==> config.mk <==
export PLATFORM = sky130hd
export DESIGN_NAME = status_register
export DESIGN_NICKNAME = d
export VERILOG_FILES = /design/src/rtl/status_register_pkg.sv /design/src/rtl/status_register_sync_edge.sv /design/src/rtl/status_register.sv
export SDC_FILE = /design/constraint.sdc
export NUM_CORES = 1
export LEC_CHECK = 0
export CORE_UTILIZATION = 30
export CTS_BUF_LIST = sky130_fd_sc_hd__clkbuf_2 sky130_fd_sc_hd__clkbuf_4 sky130_fd_sc_hd__clkbuf_8
export CTS_CLUSTER_SIZE = 24
export DETAILED_ROUTE_END_ITERATION = 10
export PLACE_DENSITY = 0.65
export SKIP_LAST_GASP = 1
export SYNTH_ARGS = -nofsm -noshare
export SYNTH_HDL_FRONTEND = slang
export SYNTH_SLANG_ARGS = --single-unit
export TNS_END_PERCENT = 5
==> constraint.sdc <==
create_clock -name clk -period 2.9 [get_ports clk]
set_input_delay 0.29 -clock clk [delete_from_list [all_inputs] [get_ports clk]]
set_output_delay 0.29 -clock clk [all_outputs]
set_load 0.02 [all_outputs]
==> src/rtl/status_register_pkg.sv <==
// Shared types and bit positions for the 6502 processor status register.
package status_register_pkg;

  typedef enum logic [3:0] {
    FLAG_NONE,
    FLAG_NZ,
    FLAG_NZC,
    FLAG_NVZC,
    FLAG_BIT,
    FLAG_PULL,
    FLAG_SEC,
    FLAG_CLC,
    FLAG_SEI,
    FLAG_CLI,
    FLAG_SED,
    FLAG_CLD,
    FLAG_CLV
  } flag_op_t;

  // P bit map: N7 V6 -5 B4 D3 I2 Z1 C0
  localparam int P_C = 0;
  localparam int P_Z = 1;
  localparam int P_I = 2;
  localparam int P_D = 3;
  localparam int P_B = 4;
  localparam int P_U = 5;
  localparam int P_V = 6;
  localparam int P_N = 7;

endpackage

==> src/rtl/status_register_sync_edge.sv <==
// N-stage pin synchroniser with a falling-edge strobe. Chain resets to the
// idle (high) level so releasing reset with a pin held low still yields an edge.
module sync_edge #(
  parameter int STAGES = 2
) (
  input  logic clk,
  input  logic reset,
  input  logic pin,
  output logic level,
  output logic fall
);

  logic [STAGES-1:0] chain;
  logic              prev;

  // Shift the pin through the chain and keep the previous synchronised level.
  always_ff @(posedge clk or posedge reset) begin
    if (reset) begin
      chain <= '1;
      prev  <= 1'b1;
    end else begin
      chain <= {chain[STAGES-2:0], pin};
      prev  <= chain[STAGES-1];
    end
  end

  assign level = chain[STAGES-1];
  assign fall  = prev & ~chain[STAGES-1];

endmodule

==> src/rtl/status_register.sv <==
// 6502 status register (P) with NMI/IRQ synchronisation and request masking.
module status_register
  import status_register_pkg::*;
#(
  parameter logic [7:0] P_RESET     = 8'h34,
  parameter int         SYNC_STAGES = 2
) (
  input  logic       clk,
  input  logic       reset,
  input  flag_op_t   flag_op,
  input  logic       alu_carry,
  input  logic       alu_zero,
  input  logic       alu_negative,
  input  logic       alu_overflow,
  input  logic [7:0] data_in,
  input  logic       push_brk,
  input  logic       nmi_n,
  input  logic       irq_n,
  input  logic       int_ack,
  output logic       carry_flag,
  output logic [7:0] status_out,
  output logic [7:0] flags,
  output logic       nmi_pending,
  output logic       irq_pending
);

  logic [7:0] p;
  logic [7:0] p_next;
  logic       nmi_level;
  logic       nmi_fall;
  logic       irq_level;
  logic       irq_fall;
  logic       unused_sync;

  sync_edge #(.STAGES(SYNC_STAGES)) u_nmi_sync (
    .clk   (clk),
    .reset (reset),
    .pin   (nmi_n),
    .level (nmi_level),
    .fall  (nmi_fall)
  );

  sync_edge #(.STAGES(SYNC_STAGES)) u_irq_sync (
    .clk   (clk),
    .reset (reset),
    .pin   (irq_n),
    .level (irq_level),
    .fall  (irq_fall)
  );

  // NMI uses only the edge and IRQ only the level.
  assign unused_sync = nmi_level ^ irq_fall;

  // Decode the flag command; int_ack is applied last so I=1 beats CLI/PULL.
  always_comb begin
    p_next = p;
    case (flag_op)
      FLAG_NZ: begin
        p_next[P_N] = alu_negative;
        p_next[P_Z] = alu_zero;
      end
      FLAG_NZC: begin
        p_next[P_N] = alu_negative;
        p_next[P_Z] = alu_zero;
        p_next[P_C] = alu_carry;
      end
      FLAG_NVZC: begin
        p_next[P_N] = alu_negative;
        p_next[P_V] = alu_overflow;
        p_next[P_Z] = alu_zero;
        p_next[P_C] = alu_carry;
      end
      FLAG_BIT: begin
        p_next[P_N] = data_in[7];
        p_next[P_V] = data_in[6];
        p_next[P_Z] = alu_zero;
      end
      FLAG_PULL: p_next = data_in;
      FLAG_SEC:  p_next[P_C] = 1'b1;
      FLAG_CLC:  p_next[P_C] = 1'b0;
      FLAG_SEI:  p_next[P_I] = 1'b1;
      FLAG_CLI:  p_next[P_I] = 1'b0;
      FLAG_SED:  p_next[P_D] = 1'b1;
      FLAG_CLD:  p_next[P_D] = 1'b0;
      FLAG_CLV:  p_next[P_V] = 1'b0;
      default:   p_next = p;
    endcase
    if (int_ack) p_next[P_I] = 1'b1;
    // Bit5 is hard-wired high and B is never written after reset.
    p_next[P_U] = 1'b1;
    p_next[P_B] = p[P_B];
  end

  // Status register state.
  always_ff @(posedge clk or posedge reset) begin
    if (reset) p <= {P_RESET[7:6], 1'b1, P_RESET[4:0]};
    else       p <= p_next;
  end

  // Latched NMI request; a fresh edge outranks the acknowledge.
  always_ff @(posedge clk or posedge reset) begin
    if (reset)         nmi_pending <= 1'b0;
    else if (nmi_fall) nmi_pending <= 1'b1;
    else if (int_ack)  nmi_pending <= 1'b0;
  end

  assign carry_flag  = p[P_C];
  assign flags       = p;
  assign status_out  = {p[7:6], 1'b1, push_brk, p[3:0]};
  assign irq_pending = ~irq_level & ~p[P_I];

endmodule

# [Word level (Yosys, flattened, before mapping)]
# Cells that the tools add are included.
[totals] reg_bits=12 output_inout_bits=19 word_cells=47
[op_classes] n_eq_ne=12 n_mux=9 bitwise_logic=5 n_reduce_logical=11
[ops] cell="4-bit == test (second input constant)" n=5
[ops] cell="4-bit by 3-bit == test with 1-bit output (second input constant)" n=4
[ops] cell="1-bit case mux with 3 select lines" n=3
[ops] cell="4-bit by 2-bit == test with 1-bit output (second input constant)" n=2
[ops] cell="4-bit nonzero test" n=2
[ops] cell="2-bit nonzero test" n=3
[ops] cell="3-bit nonzero test" n=2
[ops] cell="4-bit by 1-bit == test with 1-bit output (second input constant)" n=1
[ops] cell="1-bit case mux with 2 select lines" n=2
[ops] cell="1-bit case mux with 4 select lines" n=1
[ops] cell="2-bit OR reduction" n=2
[ops] cell="4-bit OR reduction" n=1
[ops] cell="1-bit two-way mux" n=3
[ops] cell="1-bit inverter" n=3
[ops] cell="3-bit OR reduction" n=1
[ops] cell="1-bit bitwise AND" n=2

# [Depth between registers and ports, before layout]
# Gate-level depths: netlist of the first run.
[depth] word_depth=3 mapped_depth=5

# [Modules after synthesis]
# Synthesis of the first run repeated with hierarchy kept, for this count alone.
[unflattened] hier_cells=86 hier_area_um2=837.1
[by_module_without_submodules] mod="status_register" n_inst=1 cells_per_inst=76 area_each_um2=644.4 seq_area_each_um2=176.4
[by_module_without_submodules] mod="sync_edge" n_inst=2 cells_per_inst=5 area_each_um2=96.3 seq_area_each_um2=78.8

# [Least setup slack after synthesis of the first run]
# No wires, ideal clock.
[synth_path] path_kind="input to register" start="input flag_op[0]" end="register p[6] (netlist: flags[6])" setup_ns=0.126 arrival_ns=0.950 setup_slack_ns=1.824 stages=4 path_buffers=1 cell_sequence="buf_2 -> and2b_1 -> mux2i_1 -> a221o_1"
[synth_via] elab_chain_len=3
[synth_rtl] element="start: declaration" line="status_register.sv:10" rtl="input flag_op_t flag_op,"
[synth_rtl] element="4-bit by 3-bit == test with 1-bit output" line="status_register.sv:57" rtl="case (flag_op)"
[synth_rtl] element="2-bit OR reduction (no source line)"
[synth_rtl] element="1-bit case mux with 3 select lines / 3-bit nonzero test (equally long branches)"
[synth_rtl] element="end signal: assignment" line="status_register.sv:96" rtl="if (reset) p <= {P_RESET[7:6], 1'b1, P_RESET[4:0]};"
[synth_rtl] element="end signal: assignment" line="status_register.sv:97" rtl="else p <= p_next;"
[synth_rtl] element="end: declaration" line="status_register.sv:27" rtl="logic [7:0] p;"
# Several ways; a longest one is shown, not always the timed one.
# A chain may end at the register's enable or synchronous reset.

# [Worst setup path after layout of the first run]
[layout_path] start="register p[2] (netlist: flags[2])" end="output status_out[2]"
[layout_rtl] element="end: declaration" line="status_register.sv:21" rtl="output logic [7:0] status_out,"
# No word-level cell between the ends.

==> results.yml, run 1 <==
status:
  status: "finished, final reports clean"
pwr:
  power_density_nw_per_um2: 501.0
  seqPwrFrac_pct: 39.2
  switching_power_uw: 157.8
  swShare_pct: 30.50
  clock_power_share_pct: 25.7
  p_leak_uw: 0.0004216
  ir_worst_vdd_mv: 0.2823
  power_frac_comb_pct: 35.1
  p_int_uw: 359.4
timing:
  clock.fmax_ghz: 0.5809
  tightest_slew_ns: 0.5217
  slew_violations: 0
  final_hold_viol_count: 0
  timing.final.ws_setup_ns: 1.179
  period_share_pct: 59.36
  slew_headroom_pct: 65.11
  skew_ns: 0.01063
  finalSetupViolations: 0
  finalSetupTns_ns: 0
  grt_setup_unrepaired: "false"
  fin_crit_ns: 1.721
layout:
  drive_above_1_share_pct: 14.29
  multi_input_area_um2: 300.3
  fillers: 232
  num_antenna_cells: 0
  syn2layout_area_growth_pct: 39.36
  final-seq-area_um2: 307.8
  final_nets: 128
  stdcell_count: 133
  final_area_um2: 1032
  post-route-util_pct: 45.35
cts:
  cts-buffers-inserted: 3
  clockBufferDepth: 2
  htreeDepth: 1
  cts.hold.buffers_added: 0
  cts_resized: 0
  cts_root_buffer: "clkbuf_4"
  cts_num_sinks: 12
  cts_tree: "built"
  path_clk_slew_ns: 0.08
  cts_setup_buffers: 0
  clock_latency_ns: 0.27
yosys:
  ys_warn_count: 0
  synth_cells: 81
  dominantRegCellSynth: "dfstp_2"
  ys_async_sr_fraction_pct: 100.0
  syn_area_um2: 740.7
  seq_area_frac_synth_pct: 41.55
  synth_area_leader_cell: "dfstp_2"
  ys_ff_latch: 12
  synthTopCellsByArea: "dfstp_2 (21%), dfrtp_1 (20%), buf_4 (12%)"
  synth_most_common_cell: "buf_4"
  syn_area_per_cell_um2: 9.145
  synth_cell_type_count: 32
  synth_commonest_cells: "buf_4 (12), dfrtp_1 (6), dfstp_2 (6), nand2_1 (6), nor2_1 (6)"
  synth_top_area_share_pct: 21.28
  synth_edf_count: 0
placed_design:
  dp_hpwl_mm: 1.136
  pre_cts_ws_ns: 1.024
  place_congestion: 0.7537
  numPortBuffers: 33
  place_area_um2: 996.0
  dp.cells: 129
setup_path:
  critical_path.cell_chain: "clkdlybuf4s50_1"
  r2r_slack_ns: 1.91
  critPathMaxFanout: 4
  crit_buf_inv: 1
  slowest_delay_ns: 0.60
  crit_slowest_cell: "clkdlybuf4s50_1"
  cp-start-kind: "flop"
  cp.required_ns: 2.61
  cp.arrival_ns: 1.43
  end_kind: "output port"
  crit_family: "buffers and inverters"
  worstSetupPathType: "flop to output port"
min_path:
  min_path_type: "input port to asynchronous set/reset pin"
die:
  die_h_um: 51.69
  initial_core_util_pct: 32.55
  ioPinCount: 41
  coreArea_um2: 2276
  die_w_um: 51.69
  dieArea_um2: 2672
  rows: 17
global_routing:
  grt_max_degree: 15
  antenna_found_initial: 0
  grt_use_total_pct: 13.21
  gr-total-overflow: 0
  grt_pass1_wl_mm: 2.559
  grt_pass1_vias: 637
drt:
  ant_nets: 0
  avgViaCountPerCell: 4.526
  dr_total_vias: 602
  drt_first_pass_iters: 4
  drt-initial-drc-count: 3
  avgRoutedWirePerCell_um: 11.00
  drc: 0
  drt_wl_total_mm: 1.463
flow_run:
  maxCapViolations: 0
==> power by group through the flow <==
stage	Sequential [uW]	Clock, uW	Combinational, uW
global route	206	149	197
finish	203	133	182
CTS	203	139	184
floorplan	222	0	102
detailed placement	206	0	183
global placement	206	0	181
==> routing by layer <==
| metal | vias to the layer above | part of all wire (%) | global-route usage, % |
|---|---|---|---|
| li1 | 307 | - | - |
| met1 | 273 | 45 | 13.06 |
| met2 | 20 | 48 | 23.38 |
| met3 | 2 | 5.1 | 5.556 |
| met4 | 0 | 1.8 | 6.757 |
| met5 | - | 0 | 0 |
==> through the flow <==
step                      hold slack, ns  power (uW)
after floorplan                   0.1504       323.7
after global placement            0.3460       387.2
after detailed placement          0.3472       389.4
after CTS                         0.3280       526.1
after global routing              0.3521       551.3
final                             0.3152       517.2
==> flip-flops by register name, summed over array words and instances (netlist names) <==
| register | count |
|---|---|
| flags | 6 |
| nmi_pending | 1 |
| u_irq_sync.chain | 2 |
| u_nmi_sync.chain | 2 |
| u_nmi_sync.prev | 1 |
==> cell usage in the layout (no fill, tap or decap), types with 2 or more instances in the layout <==
cell and instances:
nand2_1 6, o21ai_0 3, o21ai_1 4, nand2b_1 5, clkdlybuf4s50_1 33, a21oi_1 4, nor2_1 6, clkbuf_4 3
o22ai_1 2, dfstp_2 6, dfrtp_1 6, conb_1 3, inv_1 5
==> worst paths after layout <==
kind                                                     from                       endpoint  cells after the start
worst min-delay path                                    reset        nmi_pending$_DFFE_PP0P_                      2
worst max register to register           flags[6]$_DFFE_PP0P_           flags[6]$_DFFE_PP0P_                      3
min in group clk                u_nmi_sync.chain[0]$_DFF_PP1_  u_nmi_sync.chain[1]$_DFF_PP1_                      0
worst max-delay path                     flags[2]$_DFFE_PP1P_                  status_out[2]                      1
worst min register to register  u_nmi_sync.chain[0]$_DFF_PP1_  u_nmi_sync.chain[1]$_DFF_PP1_                      0
max in group asynchronous                               reset  u_irq_sync.chain[0]$_DFF_PP1_                      2
==> final cells by class <==
| type | count | area share [%] |
|---|---|---|
| Timing Repair Buffer | 33 | 32.00 |
| Clock buffer | 4 | 3.515 |
| Multi-Input combinational cell | 50 | 29.09 |
| Inverter | 6 | 2.182 |
| Tap cell | 28 | 3.394 |
| Sequential cell | 12 | 29.82 |
==> logic make-up after synthesis <==
family	count (synthesis)	synth area share, %
AOI/OAI and AO/OA	22	20.27
and+or+nand+nor	24	17.40
buffers and inverters	21	18.92
muxes	1	1.351
other	1	0.5063
DFF	12	41.55
(Power assumes the default switching activity.)
==> run 2, diff against run 1 <==
- PLACE_DENSITY: 0.65 -> 0.67
- clock period: 2.9 -> 1.5 ns (I/O delays scaled with it)
==> run 2 against run 1 <==
Against the previous run: the flow now finishes with violations (setup timing); die area unchanged; hold slack worse by 0.15 ns; largest power group unchanged; final area up 8.1%; first-iteration DRC count up 33%; highest routed layer unchanged; global-route usage up 0.078 points.
==> results.yml, run 2 (synthesis gave the netlist of run 1 again) <==
cts:
  cts_root_buffer: "clkbuf_4"
  cts_resized: 1
  cts.hold.buffers_added: 0
  htreeDepth: 1
  path_clk_slew_ns: 0.08
  clockBufferDepth: 2
  cts-buffers-inserted: 3
  cts_tree: "built"
  cts_num_sinks: 12
  clock_latency_ns: 0.27
  cts_setup_buffers: 0
layout:
  post-route-util_pct: 49.04
  num_antenna_cells: 0
  syn2layout_area_growth_pct: 50.68
  final_nets: 139
  drive_above_1_share_pct: 22.41
  final_common_cell: "clkdlybuf4s50_1"
  final_cell_mix: "clkdlybuf4s50_1 (31), buf_4 (11)"
  largest_reg_flops: 6
drt:
  wl_met1_um: 678
  avgRoutedWirePerCell_um: 10.70
  wl_met3_um: 86
  drt_first_pass_iters: 4
  drt_wl_total_mm: 1.541
  wl_met2_um: 750
  dr_total_vias: 635
  top_layer: "met4"
  ant_nets: 0
  drt-initial-drc-count: 4
  drc: 0
  avgViaCountPerCell: 4.410
setup_path:
  crit_family: "flip-flops"
  slowest_delay_ns: 0.56
  crit_slowest_cell: "dfstp_2"
  critical_path.cell_chain: "nor2_1 > clkdlybuf4s50_1"
  critPathMaxFanout: 4
  ff2ff_path_depth: 3
  worstSetupPathType: "flop to output port"
  reg2reg_to: "flags[6]$_DFFE_PP0P_"
  cp.arrival_ns: 1.40
  cp-start-kind: "flop"
  end_kind: "output port"
  r2r_slack_ns: 0.52
  r2r_start: "flags[6]$_DFFE_PP0P_"
  crit_buf_inv: 1
  cp.required_ns: 1.35
die:
  rows: 17
  initial_core_util_pct: 32.55
  dieArea_um2: 2672
  die_w_um: 51.69
  ioPinCount: 41
  die_h_um: 51.69
  coreArea_um2: 2276
status:
  violations: "setup timing"
  status: "finished with violations"
global_routing:
  grt_pass1_wl_mm: 2.546
  antenna_found_initial: 0
  gr-total-overflow: 0
  grt_max_degree: 13
  grt_use_total_pct: 13.29
  grt_pass1_vias: 606
timing:
  skew_ns: 0.006550
  final_hold_viol_count: 0
  whs_ns: 0.1694
  period_share_pct: 103.3
  timing.final.ws_setup_ns: -0.05018
  finalSetupViolations: 1
  slew_violations: 0
  clock.fmax_ghz: 0.6451
  fin_crit_ns: 1.550
  grt_setup_unrepaired: "true"
placed_design:
  dp_hpwl_mm: 1.244
  pre_cts_ws_ns: -0.08769
  place_congestion: 0.7715
  numPortBuffers: 33
min_path:
  min_path_type: "input port to asynchronous set/reset pin"
pwr:
  p_leak_uw: 0.0004740
  ir_worst_vdd_mv: 0.4834
  power_density_nw_per_um2: 914.0
flow_run:
  maxCapViolations: 0
## run 2: changes by cell type in the layout (fill, tap and decap cells not counted)
cell,previous run,this run
clkdlybuf4s50_1,33,31
dlymetal6s2s_1,0,1
buf_4,0,11
dlygate4sd2_1,0,1
## run 2: cell type report
type,instances,area [um^2]
inverters,6,22.52
clock buffers,4,36.28
well taps,28,35.03
flip-flops and latches,12,307.8
repair buffers,44,414.1
fillers,223,1160
multi-input cells,50,300.3
## run 2: worst reg2reg max path, cell delays in order (launching register included)
cell and delay (ns):
dfrtp_1 0.42, nand2_1 0.07, o21ai_1 0.06, a221o_1 0.33
## run 2: how the worst max path moves through the flow
stage | cells after the start | to | from | slack [ns]
6_report | 2 | irq_pending | flags[2]$_DFFE_PP1P_ | -0.05
5_1_grt | 2 | irq_pending | flags[2]$_DFFE_PP1P_ | -0.09
4_1_cts | 1 | status_out[2] | flags[2]$_DFFE_PP1P_ | -0.1
3_5_place_dp | 5 | flags[6]$_DFFE_PP0P_ | flag_op[2] | -0.09
3_3_place_gp | 5 | flags[3]$_DFFE_PP0P_ | flag_op[2] | -0.07
2_1_floorplan | 3 | flags[6]$_DFFE_PP0P_ | flags[6]$_DFFE_PP0P_ | 0.47
## run 2: per-stage QoR
step | cells | instance area, um^2 | total power [uW] | setup TNS, ns
global placement | 140 | 1079 | 767.5 | -0.1799
global route | 144 | 1116 | 1082 | -0.09466
CTS | 144 | 1114 | 1037 | -0.1739
detailed placement | 140 | 1079 | 772.7 | -0.2115
finish | 144 | 1116 | 1020 | -0.05018
floorplan | 83 | 748.2 | 625.9 | 0
## run 2: routing by layer
layer,global-route usage (%),vias to the layer above
li1,-,329
met2,21.21,21
met4,9.459,0
met3,2.339,2
met1,15.98,283
met5,0,-
## run 2: power breakdown
part           switching [uW]  internal [uW]  leakage (uW)
registers                26.5            364      0.000135
logic                     172            199      0.000318
clock network             111            147     0.0000210
==> run 3, diff against run 2 <==
- PLACE_DENSITY: 0.67 -> 0.65
- clock period: 1.5 -> 1.97 ns (I/O delays scaled with it)
==> run 3 against run 2 <==
Against the previous run: the flow now finishes without violations; highest routed layer unchanged; worst setup slack better by 0.39 ns; count of clock-buffer cells in the layout did not move; non-clock buffer count is 9 lower.
==> results.yml, run 3 (synthesis gave the netlist of run 1 again) <==
layout:
  num_antenna_cells: 0
  final_cell_mix: "clkdlybuf4s50_1 (33), nor2_1 (6), nand2_1 (6), dfrtp_1 (6), dfstp_2 (6)"
  largest_reg_flops: 6
  drive_above_1_share_pct: 15.89
  final_common_cell: "clkdlybuf4s50_1"
  post-route-util_pct: 46.01
  syn2layout_area_growth_pct: 41.38
  final_nets: 130
timing:
  final_hold_viol_count: 0
  finalSetupViolations: 0
  fin_crit_ns: 1.630
  skew_ns: 0.0001008
  clock.fmax_ghz: 0.6135
  period_share_pct: 82.75
  finalSetupTns_ns: 0
  slew_violations: 0
  whs_ns: 0.2202
  grt_setup_unrepaired: "false"
flow_run:
  maxCapViolations: 0
pwr:
  ir_worst_vdd_mv: 0.3564
  p_leak_uw: 0.0004312
  power_density_nw_per_um2: 736.9
drt:
  ant_nets: 0
  drt_first_pass_iters: 4
  dr_total_vias: 622
  drc: 0
  drt_wl_total_mm: 1.552
  avgViaCountPerCell: 4.607
  drt-initial-drc-count: 4
  avgRoutedWirePerCell_um: 11.50
cts:
  clockBufferDepth: 2
  htreeDepth: 1
  cts_num_sinks: 12
  cts_root_buffer: "clkbuf_4"
  cts_resized: 0
  path_clk_slew_ns: 0.09
  clock_latency_ns: 0.27
  cts-buffers-inserted: 3
  cts_setup_buffers: 0
  cts.hold.buffers_added: 0
  cts_tree: "built"
setup_path:
  r2r_slack_ns: 0.92
  cp.required_ns: 1.77
  slowest_delay_ns: 0.60
  reg2reg_to: "flags[6]$_DFFE_PP0P_"
  ff2ff_path_depth: 3
  cp-start-kind: "flop"
  critPathMaxFanout: 4
  crit_buf_inv: 1
  critical_path.cell_chain: "clkdlybuf4s50_1"
  worstSetupPathType: "flop to output port"
  crit_slowest_cell: "clkdlybuf4s50_1"
  r2r_start: "flags[6]$_DFFE_PP0P_"
  crit_family: "buffers and inverters"
  cp.arrival_ns: 1.43
  end_kind: "output port"
global_routing:
  grt_max_degree: 13
  grt_pass1_wl_mm: 2.532
  gr-total-overflow: 0
  grt_pass1_vias: 582
  antenna_found_initial: 0
  grt_use_total_pct: 13.08
placed_design:
  place_congestion: 0.7922
  dp_hpwl_mm: 1.204
  numPortBuffers: 33
die:
  rows: 17
  die_w_um: 51.69
  dieArea_um2: 2672
  initial_core_util_pct: 32.55
  coreArea_um2: 2276
  ioPinCount: 41
  die_h_um: 51.69
status:
  status: "finished, final reports clean"
min_path:
  min_path_type: "input port to asynchronous set/reset pin"
-- run 3: cell types whose count changed in the layout (fill, tap and decap cells not counted) --
cell / delta
dlygate4sd2_1: -1
dlymetal6s2s_1: -1
clkdlybuf4s50_1: +2
buf_4: -9
-- run 3: through the flow --
| stage | instances | setup WS, ns | instance area, um^2 | total power [uW] |
|---|---|---|---|---|
| floorplan | 83 | 0.9378 | 748.2 | 476.6 |
| global placement | 131 | 0.3029 | 1011 | 573.0 |
| detailed placement | 131 | 0.3008 | 1011 | 577.9 |
| CTS | 135 | 0.3237 | 1047 | 783.2 |
| global route | 135 | 0.2842 | 1047 | 814.2 |
| finish | 135 | 0.3399 | 1047 | 771.7 |
-- run 3: area by class of cell --
class / count / area [um^2]
Sequential cell: 12 / 307.8
Multi-Input combinational cell: 50 / 300.3
Tap cell: 28 / 35.03
Clock buffer: 4 / 36.28
Inverter: 6 / 22.52
Timing Repair Buffer: 35 / 345.3
Fill cell: 223 / 1229
-- run 3: worst max-delay path by stage --
stage	start	to	slack (ns)	cells after the start
3_3_place_gp	flag_op[3]	flags[3]$_DFFE_PP0P_	0.30	5
4_1_cts	flags[2]$_DFFE_PP1P_	flags[2]	0.32	1
6_report	flags[2]$_DFFE_PP1P_	flags[2]	0.34	1
3_5_place_dp	flag_op[3]	flags[3]$_DFFE_PP0P_	0.30	5
2_1_floorplan	flags[6]$_DFFE_PP0P_	flags[6]$_DFFE_PP0P_	0.94	3
5_1_grt	flags[2]$_DFFE_PP1P_	flags[2]	0.28	1
-- run 3: power by group --
group	switching [uW]	total (uW)	leakage [uW]	internal, uW
registers	21.9	299	0.000135	277
clock network	89.3	201	0.0000210	112
logic	129	271	0.000275	142
total	240	772	0.000431	532
-- run 3: worst reg2reg max path: stages, from the launching register on --
cell and delay (ns):
dfrtp_1 0.43, nand2_1 0.07, o21ai_1 0.08, a221o_1 0.37
-- run 3: metal layers --
| layer | wire, um | global-route usage [%] |
|---|---|---|
| met2 | 752 | 21.65 |
| met4 | 19 | 8.559 |
| met1 | 703 | 14.65 |
| met3 | 77 | 3.509 |
| met5 | 0 | 0 |
